`src/rtl/imm_extend_unit_pkg.sv`:
```
// Shared definitions for the immediate-extension unit.
//   ext_mode_e : 2-bit extension mode encodings
//   MODE_W     : width of the mode field
package imm_ext_defs;

  localparam int MODE_W = 2;

  typedef enum logic [MODE_W-1:0] {
    EXT_SIGN     = 2'b00,
    EXT_ZERO     = 2'b01,
    EXT_SIGN_SHL = 2'b10,
    EXT_UPPER    = 2'b11
  } ext_mode_e;

endpackage

```
`src/rtl/imm_extend_unit_core.sv`:
```
// Purely combinational immediate extender.
//   imm  : raw immediate field (IN_W bits)
//   mode : extension mode (see imm_ext_defs)
//   ext  : extended result (OUT_W bits)
// Callers are expected to keep IN_W + SHAMT <= OUT_W so the shifted
// form never loses bits.
module imm_extend_core
  import imm_ext_defs::*;
#(
  parameter int IN_W  = 21,
  parameter int OUT_W = 32,
  parameter int SHAMT = 2
) (
  input  logic [IN_W-1:0]   imm,
  input  logic [MODE_W-1:0] mode,
  output logic [OUT_W-1:0]  ext
);

  // Width casts avoid a zero-width replication when IN_W == OUT_W.
  logic [OUT_W-1:0] sx, zx;
  assign sx = OUT_W'(signed'(imm));
  assign zx = OUT_W'(imm);

  always_comb begin
    ext = sx;
    case (ext_mode_e'(mode))
      EXT_SIGN:     ext = sx;
      EXT_ZERO:     ext = zx;
      EXT_SIGN_SHL: ext = sx << SHAMT;
      EXT_UPPER:    ext = zx << (OUT_W - IN_W);
      default:      ext = sx;
    endcase
  end

endmodule

```
`src/rtl/imm_extend_unit.sv`:
```
// Registered immediate-extension stage with valid/ready handshake and a
// one-entry skid buffer.
//   clk, rst             : clock, synchronous active-high reset
//   in_valid/in_ready    : upstream handshake (in_ready = !skid_valid)
//   in_imm, in_mode      : raw immediate and extension mode
//   out_valid/out_ready  : downstream handshake
//   out_data             : extended result
module imm_extend_unit
  import imm_ext_defs::*;
#(
  parameter int IN_W  = 21,
  parameter int OUT_W = 32,
  parameter int SHAMT = 2
) (
  input  logic              clk,
  input  logic              rst,
  input  logic              in_valid,
  output logic              in_ready,
  input  logic [IN_W-1:0]   in_imm,
  input  logic [MODE_W-1:0] in_mode,
  output logic              out_valid,
  input  logic              out_ready,
  output logic [OUT_W-1:0]  out_data
);

  logic             skid_valid;
  logic [OUT_W-1:0] skid_data;
  logic [OUT_W-1:0] ext;
  logic             accept;
  logic             out_free;

  imm_extend_core #(.IN_W(IN_W), .OUT_W(OUT_W), .SHAMT(SHAMT)) u_core (
    .imm  (in_imm),
    .mode (in_mode),
    .ext  (ext)
  );

  // in_ready comes straight from a flop: no comb path from out_ready.
  assign in_ready = ~skid_valid;
  assign accept   = in_valid & in_ready;
  assign out_free = ~out_valid | out_ready;

  always_ff @(posedge clk) begin
    if (rst) begin
      out_valid  <= 1'b0;
      out_data   <= '0;
      skid_valid <= 1'b0;
      skid_data  <= '0;
    end else if (out_free) begin
      // Skid holds the older item, so it drains first; in_ready is low
      // whenever skid is full, so no accept can collide with it.
      if (skid_valid) begin
        out_data   <= skid_data;
        out_valid  <= 1'b1;
        skid_valid <= 1'b0;
      end else if (accept) begin
        out_data  <= ext;
        out_valid <= 1'b1;
      end else begin
        out_valid <= 1'b0;
      end
    end else if (accept) begin
      // Output stalled: park the new item in the skid.
      skid_data  <= ext;
      skid_valid <= 1'b1;
    end
  end

endmodule

```
`config.mk`:
```
export PLATFORM = sky130hd
export DESIGN_NAME = imm_extend_unit
export DESIGN_NICKNAME = d
export VERILOG_FILES = /design/src/rtl/imm_extend_unit_pkg.sv /design/src/rtl/imm_extend_unit_core.sv /design/src/rtl/imm_extend_unit.sv
export SDC_FILE = /design/constraint.sdc
export NUM_CORES = 1
export LEC_CHECK = 0
export BUFFER_PORTS_ARGS = -buffer_cell sky130_fd_sc_hd__buf_4
export CAP_MARGIN = 5
export CORE_ASPECT_RATIO = 0.6
export CORE_UTILIZATION = 60
export CTS_CLUSTER_DIAMETER = 100
export CTS_CLUSTER_SIZE = 20
export DETAILED_ROUTE_END_ITERATION = 16
export GPL_TIMING_DRIVEN = 0
export PLACE_DENSITY = 0.85
export SYNTH_ARGS = -nofsm -noshare
export SYNTH_HDL_FRONTEND = slang
export SYNTH_HIERARCHICAL = 1
export SYNTH_SLANG_ARGS = --single-unit
export TNS_END_PERCENT = 10
```
`constraint.sdc`:
```
create_clock -name clk -period 2.5 [get_ports clk]
set_clock_uncertainty 0.05 [all_clocks]
set_input_delay 0.125 -clock clk [delete_from_list [all_inputs] [get_ports clk]]
set_output_delay 0.125 -clock clk [all_outputs]
set_load 0.01 [all_outputs]
```
## Word level (Yosys, flattened, before mapping)

Cells that the tools add are included.

- Bits of input ports: 27
- Word-level logic and storage cells: 22
- Register bits after elaboration: 66

- Bitwise gates (word level): 5
- Reduce and logical (&&, ||, !) cells: 5
- Eq/ne operators: 3
- Muxes and demuxes: 5

Operators by type and width:

| kind | count |
|---|---|
| case mux 32 bit (4 select lines) | 1 |
| 2-to-1 mux 32 bit | 2 |
| equality test 2 bit (second input constant) | 2 |
| AND reduction 2 bit | 2 |
| NOT 1 bit | 3 |
| equality test 2 x 1 -> 1 bit (second input constant) | 1 |
| zero test 2 bit | 1 |
| 2-to-1 mux 1 bit | 2 |
| nonzero test 2 bit | 1 |
| OR reduction 2 bit | 1 |
| AND 1 bit | 1 |
| OR 1 bit | 1 |

## Logic depth before layout (Yosys ltp)

Gate-level depths: netlist of the first run.

- Depth in word-level cells: 4
- Mapped depth: 7

## Cells and area by module

The synthesis of the first run kept the hierarchy.

By module, submodules not included:

| module | cells each | area an instance (um^2) | times used |
|---|---|---|---|
| imm_extend_unit | 298 | 2815.2 | 1 |
| imm_extend_core | 65 | 457.9 | 1 |

## Worst setup path after synthesis of the first run

Ideal clock, no wire load.

- Path type: register to register
- Start: register skid_valid
- End: register out_data[0]
- Setup time: 0.081 ns
- Slack: 1.071 ns
- Arrival: 1.297 ns
- Period minus slack after synthesis: 1.429 ns
- Stages on the path, launching flop included: 8
- Buffers on the path: 4
- Cell sequence: dfxtp_1 > buf_6 > or2_1 > clkbuf_2 > and2_4 > buf_6 > buf_6 > a211oi_2

- Word-level cells in the longest chain between the ends: 4
- Elaborated cells between the ends (all ways): 5
- Classes of those cells: mux (1); bitwise (2); reduce/logical (2)

Ends and longest elaborated chain:

| what | line | text |
|---|---|---|
| start: declaration | imm_extend_unit.sv:26 | `logic skid_valid;` |
| start signal: assignment | imm_extend_unit.sv:47 | `skid_valid <= 1'b0;` |
| start signal: assignment | imm_extend_unit.sv:55 | `skid_valid <= 1'b0;` |
| start signal: assignment | imm_extend_unit.sv:65 | `skid_valid <= 1'b1;` |
| NOT 1 bit | imm_extend_unit.sv:39 | `assign in_ready = ~skid_valid;` |
| AND 1 bit | imm_extend_unit.sv:40 | `assign accept = in_valid & in_ready;` |
| nonzero test 2 bit (no line) | -- |  |
| AND reduction 2 bit (no line) | -- |  |
| end signal: assignment | imm_extend_unit.sv:53 | `out_data <= skid_data;` |
| end signal: assignment | imm_extend_unit.sv:57 | `out_data <= ext;` |
| end: declaration | imm_extend_unit.sv:23 | `output logic [OUT_W-1:0] out_data` |

Parallel ways exist; a longest one is shown, timed or not.
A chain may end at the register's enable or synchronous reset.

## Worst setup path in the final report of the first run

- Start: register skid_valid
- End: register skid_data[14]

- Word-level cells in the longest chain between the ends: 3

Ends and longest elaborated chain:

| what | line | text |
|---|---|---|
| NOT 1 bit | imm_extend_unit.sv:39 |  |
| AND 1 bit | imm_extend_unit.sv:40 |  |
| AND reduction 2 bit (no line) | -- |  |
| end signal: assignment | imm_extend_unit.sv:64 | `skid_data <= ext;` |
| end: declaration | imm_extend_unit.sv:27 | `logic [OUT_W-1:0] skid_data;` |

No other way between the ends.

==> results.py, run 1 <==
metrics = {
    "power": {
        "internal_power_w": 0.00186,
        "p_per_area_nw_per_um2": 636,
        "ir_drop_mv": 0.353,
        "clockPowerShare_pct": 36.5,
        "switching_share_pct": 26.8,
        "power.switching_w": 0.000680,
        "p_leak_nw": 1.55,
        "total_power_w": 0.00254,
        "power_frac_seq_pct": 45.0,
        "comb_power_share_pct": 18.5,
    },
    "synthesis": {
        "ys_warn_count": 6,
        "syn_nets": 390,
        "ys_ff_latch": 66,
        "netlist_top_cells_area": "dfxtp_1 (40%), mux2i_1 (13%), a211oi_2 (11%)",
        "syn_inst": 363,
        "yosysSeqAreaShare_pct": 40.4,
        "syn-cell-area_sq_um": 3270,
        "syn_area_per_cell_sq_um": 9.02,
        "yosys.cell_types.count": 25,
        "synth_top_area_cell": "dfxtp_1",
        "netlist.area_leader.share_pct": 40.4,
    },
    "critical_path": {
        "cp_cell_sequence": "buf_6, nand4bb_1, clkbuf_1, clkbuf_1, nand2_1, a21oi_1",
        "critPathMaxStageDelay_ns": 0.42,
        "cp.arrival_ns": 1.98,
        "worst-setup-path-type": "flip-flop to flip-flop",
        "start_kind": "flip-flop",
        "critPathRequiredTime_ns": 2.73,
        "critPathSlowestCell": "clkbuf_1",
        "cpMostUsedCell": "clkbuf_1",
        "path_max_fanout": 10,
        "crit_start": "skid_valid",
        "end_kind": "flip-flop",
        "rr_startpoint": "skid_valid",
    },
    "finish": {
        "final_layout_size_suffix_gt1_share_pct": 28.3,
        "final_cell_area_sq_um": 3990,
        "area_growth_pct": 21.8,
        "final_cells": 501,
        "final_cell_mix": "a21oi_1 (75), dfxtp_1 (66), nand2_1 (64)",
        "final_common_cell": "a21oi_1",
        "n_antenna_cell": 0,
        "final_nets": 458,
    },
    "timing": {
        "fin_crit_sh_pct": 69.9,
        "worst_pin_slew_ns": 0.714,
        "tns_ns": 0,
        "fin_hold_ws_ns": 0.0159,
        "fin_crit_ns": 1.75,
        "grt_setup_unrepaired": "no",
        "setup_viol": 0,
        "maxSlewViolCount": 0,
        "maxSlewHeadroom_pct": 52.4,
        "max_freq_mhz": 572,
        "hold_viol": 0,
    },
    "grt": {
        "track_usage_pct": 30.6,
        "grt_max_degree": 11,
        "grt_pass1_vias": 2742,
        "grt_pass1_wl_um": 13400,
        "antenna_found_initial": 0,
        "grt.overflow.total": 0,
    },
    "clocking": {
        "cts-root-buf": "clkbuf_8",
        "cts-htree-levels": 3,
        "cts.path.max_buffers": 2,
        "cts_tree": "done",
        "clock_sinks": 66,
        "postCtsSetupRepairBufs": 0,
        "clk_latency_ns": 0.34,
        "cts_buffers": 9,
        "path_clk_slew_ns": 0.07,
        "ctsHoldBuffers": 0,
        "cts_resized": 0,
    },
    "detailed_routing": {
        "dr_total_vias": 2990,
        "wl_per_cell_um": 17.1,
        "drt-total-wl_um": 8550,
        "via_per_inst": 5.97,
        "drtPass1Iterations": 5,
        "drc": 0,
        "drt_first_iter_violations": 195,
        "drtAntennaViolNets": 0,
    },
    "min_path": {
        "worstHoldStart": "in_valid",
        "hp-class": "primary input to flip-flop",
    },
    "die": {
        "die_h_um": 59.2,
        "pin_count": 61,
        "fp-row-count": 20,
        "fp.coreArea_sq_um": 5150,
        "start_util_pct": 63.5,
        "die_w_um": 97.4,
        "die_area_sq_um": 5760,
    },
    "placed_design": {
        "place_inst": 486,
        "portBuffers": 57,
        "place_area_sq_um": 3780,
        "post-dp-hpwl_um": 6130,
        "gp_congestion": 0.930,
    },
    "job": {
        "drv_cap": 0,
    },
    "run_status": {
        "status": "finished, final reports clean",
    },
}
[worst paths after layout]
kind,cells past startpoint,endpoint,slack [ns]
setup / recovery,6,skid_data[14],0.75
setup reg to reg,6,skid_data[14],0.75
hold / removal,3,out_valid,0.02
hold reg to reg,2,skid_data[24],0.40
[power by group through the flow]
stage	Sequential, W	Combinational, W	Clock (W)
2_1_floorplan	0.00118	0.000271	0
3_3_place_gp	0.00116	0.000453	0
3_5_place_dp	0.00116	0.000462	0
4_1_cts	0.00114	0.000466	0.000938
5_1_grt	0.00115	0.000502	0.000990
6_report	0.00114	0.000470	0.000926
[sequential cells by signal, indices dropped and copies added (netlist names)]
signal / cells
out_data: 32
out_valid: 1
skid_data: 32
skid_valid: 1
[logic make-up after synthesis]
| family | count (synthesis) | synth area share [%] |
|---|---|---|
| AOI/OAI and AO/OA | 126 | 28.1 |
| buffers and inverters | 41 | 6.77 |
| DFF | 66 | 40.4 |
| muxes | 44 | 13.8 |
| and+or+nand+nor | 86 | 11.0 |
[critical path, delay by kind of cell, from the launching register on]
family,cells,cell delay [ns]
AO/OA/AOI/OAI,1,0.17
buffers and inverters,3,0.84
flip-flops,1,0.33
AND/OR/NAND/NOR,2,0.29
[cell usage after synthesis]
library cell / number
a211oi_1: 2
a211oi_2: 30
a21boi_0: 1
a21o_1: 9
a21oi_1: 75
a22o_1: 9
and2_1: 1
and2_4: 1
buf_2: 11
buf_6: 7
clkbuf_1: 20
clkbuf_2: 1
clkinv_1: 1
dfxtp_1: 66
inv_1: 1
mux2_4: 2
mux2i_1: 42
nand2_1: 64
nand2b_1: 1
nand4bb_1: 1
nor2_1: 11
nor2b_1: 4
nor3_1: 1
nor4bb_1: 1
or2_1: 1
[cell type report]
type / count / area [sq um]
repair buffers: 57 / 428
inverters: 2 / 7.51
multi-input cells: 256 / 1730
clock buffers: 13 / 169
plain buffers: 39 / 214
clock inverters: 2 / 35.0
flip-flops and latches: 66 / 1320
well taps: 66 / 82.6
fillers: 376 / 1170
[layer usage]
layer | vias up | wire length [um] | track usage, %
met5 | - | 0 | 0
met4 | 0 | 164 | 12.4
met3 | 16 | 695 | 8.49
met2 | 133 | 3920 | 49.5
met1 | 1427 | 3770 | 39.6
li1 | 1414 | - | -
[stage by stage]
step | setup WS, ns | utilization [%]
2_1_floorplan | 1.07 | -
3_3_place_gp | 0.899 | 73.4
3_5_place_dp | 0.834 | 73.4
4_1_cts | 0.796 | 77.4
5_1_grt | 0.653 | 77.4
6_report | 0.752 | 77.4
No activity file was read; power rests on OpenSTA's default activity.
==> inputs of run 2 (changes only) <==
--- a/config.mk
+++ b/config.mk
@@ -8,12 +8,12 @@
 export BUFFER_PORTS_ARGS = -buffer_cell sky130_fd_sc_hd__buf_4
 export CAP_MARGIN = 5
 export CORE_ASPECT_RATIO = 0.6
-export CORE_UTILIZATION = 60
+export CORE_UTILIZATION = 50
 export CTS_CLUSTER_DIAMETER = 100
 export CTS_CLUSTER_SIZE = 20
 export DETAILED_ROUTE_END_ITERATION = 16
 export GPL_TIMING_DRIVEN = 0
-export PLACE_DENSITY = 0.85
+export PLACE_DENSITY = 0.76
 export SYNTH_ARGS = -nofsm -noshare
 export SYNTH_HDL_FRONTEND = slang
 export SYNTH_HIERARCHICAL = 1
==> constraint.sdc (replaced) <==
create_clock -name clk -period 1.48 [get_ports clk]
set_clock_uncertainty 0.05 [all_clocks]
set_input_delay 0.074 -clock clk [delete_from_list [all_inputs] [get_ports clk]]
set_output_delay 0.074 -clock clk [all_outputs]
set_load 0.01 [all_outputs]
==> results.py, run 2 (synthesis gave the netlist of run 1 again) <==
metrics = {
    "timing": {
        "setup_viol": 0,
        "fin_crit_sh_pct": 97.9,
        "max_freq_mhz": 690,
        "setup_ws_ns": 0.0309,
        "worst_pin_slew_ns": 0.738,
        "fin_crit_ns": 1.45,
        "tns_ns": 0,
        "maxSlewHeadroom_pct": 50.8,
        "hold_viol": 0,
        "fin_hold_ws_ns": 0.105,
        "grt_setup_unrepaired": "yes",
        "maxSlewViolCount": 0,
    },
    "power": {
        "p_per_area_nw_per_um2": 1000,
        "p_leak_nw": 1.57,
        "ir_drop_mv": 0.639,
    },
    "grt": {
        "grt.overflow.total": 0,
        "grt_max_degree": 11,
        "grt_pass1_vias": 2715,
        "grt_pass1_wl_um": 13300,
        "antenna_found_initial": 0,
        "track_usage_pct": 25.4,
    },
    "detailed_routing": {
        "drt_first_iter_violations": 175,
        "drt-total-wl_um": 8370,
        "wl_per_cell_um": 16.2,
        "drtPass1Iterations": 6,
        "drtAntennaViolNets": 0,
        "via_per_inst": 5.66,
        "dr_total_vias": 2925,
        "drc": 0,
    },
    "clocking": {
        "cts-htree-levels": 3,
        "clock_sinks": 66,
        "cts_buffers": 9,
        "postCtsSetupRepairBufs": 0,
        "path_clk_slew_ns": 0.07,
        "clk_latency_ns": 0.34,
        "cts-root-buf": "clkbuf_8",
        "cts_tree": "done",
        "cts.path.max_buffers": 2,
    },
    "critical_path": {
        "end_kind": "flip-flop",
        "critPathSlowestCell": "dfxtp_1",
        "cpMostUsedCell": "buf_6",
        "critical_path_buf_inv_count": 3,
        "cp_cell_sequence": "buf_6, or2_4, and2_4, buf_6, buf_6, a211oi_2",
        "critical-path-top-delay-family": "buffers and inverters",
        "crit_start": "skid_valid",
        "cp.arrival_ns": 1.66,
        "worst-setup-path-type": "flip-flop to flip-flop",
        "rr_startpoint": "skid_valid",
        "path_max_fanout": 10,
        "start_kind": "flip-flop",
        "critPathMaxStageDelay_ns": 0.31,
        "critPathRequiredTime_ns": 1.69,
    },
    "die": {
        "die_h_um": 64.7,
        "start_util_pct": 52.6,
        "fp-row-count": 22,
        "pin_count": 61,
        "fp.coreArea_sq_um": 6220,
        "die_area_sq_um": 6880,
        "die_w_um": 106,
    },
    "finish": {
        "final_common_cell": "a21oi_1",
        "multi_input_area_sq_um": 1760,
        "fillers": 508,
        "final_cells": 517,
        "area_growth_pct": 23.9,
        "largestRegisters": "out_data x32, skid_data x32",
        "final_nets": 456,
        "final_cell_mix": "a21oi_1 (73), dfxtp_1 (66), nand2_1 (64)",
        "n_antenna_cell": 0,
        "final_layout_size_suffix_gt1_share_pct": 31.9,
        "seq_area_sq_um": 1320,
    },
    "placed_design": {
        "portBuffers": 57,
        "dp_slack_ns": -0.215,
        "place_inst": 504,
        "gp_congestion": 0.822,
        "post-dp-hpwl_um": 6050,
    },
    "min_path": {
        "worstHoldStart": "in_mode[1]",
        "hp-class": "primary input to flip-flop",
    },
    "run_status": {
        "status": "finished, final reports clean",
    },
    "job": {
        "drv_cap": 0,
    },
}
[run 2: changes by cell type in the layout (fill, tap and decap cells not counted), sizes merged]
cell	delta
clkinv	+2
buf	+2
dlygate4sd3	+1
bufinv	-1
clkbuf	-6
[run 2: stage by stage]
step / instance area [sq um] / power, W / util (%)
detailed placement: 3810 / 0.00275 / 61.2
floorplan: 3270 / 0.00245 / -
finish: 4050 / 0.00406 / 65.2
global route: 4050 / 0.00423 / 65.2
global placement: 3810 / 0.00273 / 61.2
CTS: 4010 / 0.00406 / 64.5
[run 2: power by group]
group / total [W] / switching (W) / internal (W) / leakage, nW
Clock: 0.00132 / 0.000640 / 0.000681 / 0.0920
Combinational: 0.000810 / 0.000436 / 0.000373 / 0.938
Sequential: 0.00193 / 0.0000521 / 0.00187 / 0.541
[run 2: final timing paths]
path,to,slack [ns],cells after the start
min,skid_data[0],0.10,4
max,out_data[16],0.03,6
max reg2reg,out_data[16],0.03,6
min reg2reg,skid_data[17],0.40,2
[run 2: worst register-to-register path: stages, from the launching register on]
cell and delay, ns:
dfxtp_1 0.31, buf_6 0.14, or2_4 0.27, and2_4 0.15, buf_6 0.12, buf_6 0.15, a211oi_2 0.19
[run 2: what timing repair did]
action,4_1_cts,5_1_grt
endpoints found under the hold margin,1,0
pin swaps,0,1
gates resized for setup,18,14
hold buffers,1,0
setup endpoints to repair,60,61
[run 2: per-layer routing]
layer | share of wire, % | track usage, % | routed length [um]
met1 | 49 | 34.5 | 4100
met2 | 43 | 40.3 | 3620
met3 | 6.3 | 6.84 | 527
met4 | 1.4 | 5.82 | 118
met5 | 0 | 0 | 0
[run 2: layout make-up]
| type | count | area share, % |
|---|---|---|
| plain buffers | 36 | 6.14 |
| repair buffers | 58 | 10.8 |
| flip-flops and latches | 66 | 32.6 |
| multi-input cells | 256 | 43.5 |
| well taps | 84 | 2.59 |
| clock buffers | 12 | 3.83 |
| clock inverters | 3 | 0.370 |
| inverters | 2 | 0.185 |
==> inputs of run 3 (changes only) <==
--- a/config.mk
+++ b/config.mk
@@ -8,6 +8,7 @@
 export BUFFER_PORTS_ARGS = -buffer_cell sky130_fd_sc_hd__buf_4
 export CAP_MARGIN = 5
 export CORE_ASPECT_RATIO = 0.6
+export CORE_MARGIN = 3
 export CORE_UTILIZATION = 50
 export CTS_CLUSTER_DIAMETER = 100
 export CTS_CLUSTER_SIZE = 20
==> results.py, run 3 (synthesis gave the netlist of run 1 again) <==
metrics = {
    "critical_path": {
        "worst-setup-path-type": "flip-flop to flip-flop",
        "cpMostUsedCell": "buf_4",
        "path_max_fanout": 10,
        "critical_path_buf_inv_count": 3,
        "critical-path-top-delay-family": "buffers and inverters",
        "cp.arrival_ns": 1.64,
        "critPathSlowestCell": "dfxtp_2",
        "start_kind": "flip-flop",
        "critPathRequiredTime_ns": 1.69,
        "critPathMaxStageDelay_ns": 0.32,
        "cp_cell_sequence": "buf_6, nor4bb_2, buf_4, buf_4, nand2_1, a21oi_1",
        "end_kind": "flip-flop",
    },
    "power": {
        "internal_power_w": 0.00324,
        "switching_share_pct": 26.6,
        "comb_power_share_pct": 18.6,
        "clockPowerShare_pct": 37.7,
        "power.switching_w": 0.00117,
        "p_leak_nw": 1.63,
        "power_frac_seq_pct": 43.7,
        "p_per_area_nw_per_um2": 1070,
        "total_power_w": 0.00441,
        "ir_drop_mv": 0.543,
    },
    "placed_design": {
        "gp_congestion": 0.877,
        "place_inst": 504,
        "portBuffers": 57,
        "post-dp-hpwl_um": 6230,
    },
    "finish": {
        "final_cell_mix": "a21oi_1 (75), dfxtp_1 (65), buf_4 (64), nand2_1 (64), mux2i_1 (42)",
        "final_cells": 523,
        "final_layout_size_suffix_gt1_share_pct": 32.8,
        "final_common_cell": "a21oi_1",
        "final_nets": 461,
        "area_growth_pct": 26.5,
        "n_antenna_cell": 0,
        "largestRegisters": "out_data x32, skid_data x32",
        "fillers": 526,
    },
    "clocking": {
        "path_clk_slew_ns": 0.07,
        "clock_sinks": 66,
        "cts.path.max_buffers": 2,
        "cts-root-buf": "clkbuf_8",
        "clk_latency_ns": 0.33,
        "cts_tree": "done",
        "cts_buffers": 9,
        "cts-htree-levels": 3,
    },
    "job": {
        "drv_cap": 0,
    },
    "grt": {
        "grt.overflow.total": 0,
        "antenna_found_initial": 0,
        "grt_pass1_vias": 2697,
        "grt_max_degree": 12,
        "grt_pass1_wl_um": 13300,
        "track_usage_pct": 22.3,
    },
    "timing": {
        "worst_pin_slew_ns": 0.718,
        "hold_viol": 0,
        "fin_crit_sh_pct": 96.2,
        "grt_setup_unrepaired": "yes",
        "maxSlewViolCount": 0,
        "setup_viol": 0,
        "maxSlewHeadroom_pct": 52.1,
        "max_freq_mhz": 702,
        "fin_crit_ns": 1.42,
    },
    "die": {
        "die_h_um": 68.7,
        "die_area_sq_um": 7580,
        "die_w_um": 110,
        "pin_count": 61,
        "start_util_pct": 52.6,
        "fp-row-count": 22,
        "fp.coreArea_sq_um": 6220,
    },
    "detailed_routing": {
        "drc": 0,
        "drtAntennaViolNets": 0,
        "drt_first_iter_violations": 192,
        "via_per_inst": 5.56,
        "drt-total-wl_um": 8690,
        "drtPass1Iterations": 5,
        "wl_per_cell_um": 16.6,
        "dr_total_vias": 2907,
    },
    "run_status": {
        "status": "finished, final reports clean",
    },
    "min_path": {
        "hp-class": "primary input to flip-flop",
    },
}
run 3: area by class of cell:
cell class	instances	area (sq um)	share of cell area, %
timing repair buffer	64	500	12.1
inverter	2	7.51	0.181
tap	84	105	2.54
clock inverter	6	80.1	1.93
clock buffer	10	138	3.33
sequential	66	1320	32.0
multi-input combinational	256	1750	42.2
buffer	35	239	5.77
run 3: per-stage QoR:
stage          setup slack [ns]  instance area, sq um  utilization [%]  hold slack, ns  setup TNS (ns)
2_1_floorplan            0.0513                  3270                -           0.184               0
3_3_place_gp             -0.168                  3810             61.2           0.328           -5.58
3_5_place_dp             -0.202                  3810             61.2           0.340           -7.54
4_1_cts                 0.00311                  4060             65.2          0.0912               0
5_1_grt                 -0.0236                  4140             66.5           0.114         -0.0257
6_report                 0.0558                  4140             66.5          0.0973               0
run 3: final timing paths:
| check | start | to | slack, ns | cells after the start |
|---|---|---|---|---|
| max | skid_valid | skid_data[21] | 0.06 | 6 |
| min reg2reg | skid_data[9] | skid_data[9] | 0.40 | 2 |
| max reg2reg | skid_valid | skid_data[21] | 0.06 | 6 |
| min | in_mode[1] | skid_data[1] | 0.1 | 4 |
run 3: routing by layer:
layer	wire length (um)	vias to the layer above	GRT usage, %
met5	0	-	0
met4	70	0	6.30
met3	607	8	5.49
met2	3930	104	36.3
met1	4090	1380	30.0
li1	-	1415	-
run 3: power groups by stage:
| stage | combinational, W | clock (W) | sequential, W |
|---|---|---|---|
| global placement | 0.000771 | 0 | 0.00196 |
| CTS | 0.000795 | 0.00167 | 0.00193 |
| finish | 0.000820 | 0.00166 | 0.00193 |
| floorplan | 0.000457 | 0 | 0.00199 |
| detailed placement | 0.000783 | 0 | 0.00197 |
| global route | 0.000882 | 0.00176 | 0.00194 |
run 3: timing repair:
action | in CTS | in global routing
setup buffers | 0 | 5
endpoints found under the setup margin | 60 | 57
gates cloned | 0 | 1
resized for setup | 18 | 11
hold buffers | 1 | 0
pin swaps | 0 | 2
endpoints found under the hold margin | 1 | 0
run 3: tightest hold or removal path, stage by stage:
cell and delay, ns:
buf_2 0.17, nor2b_1 0.08, nand2_1 0.06, a21oi_1 0.05
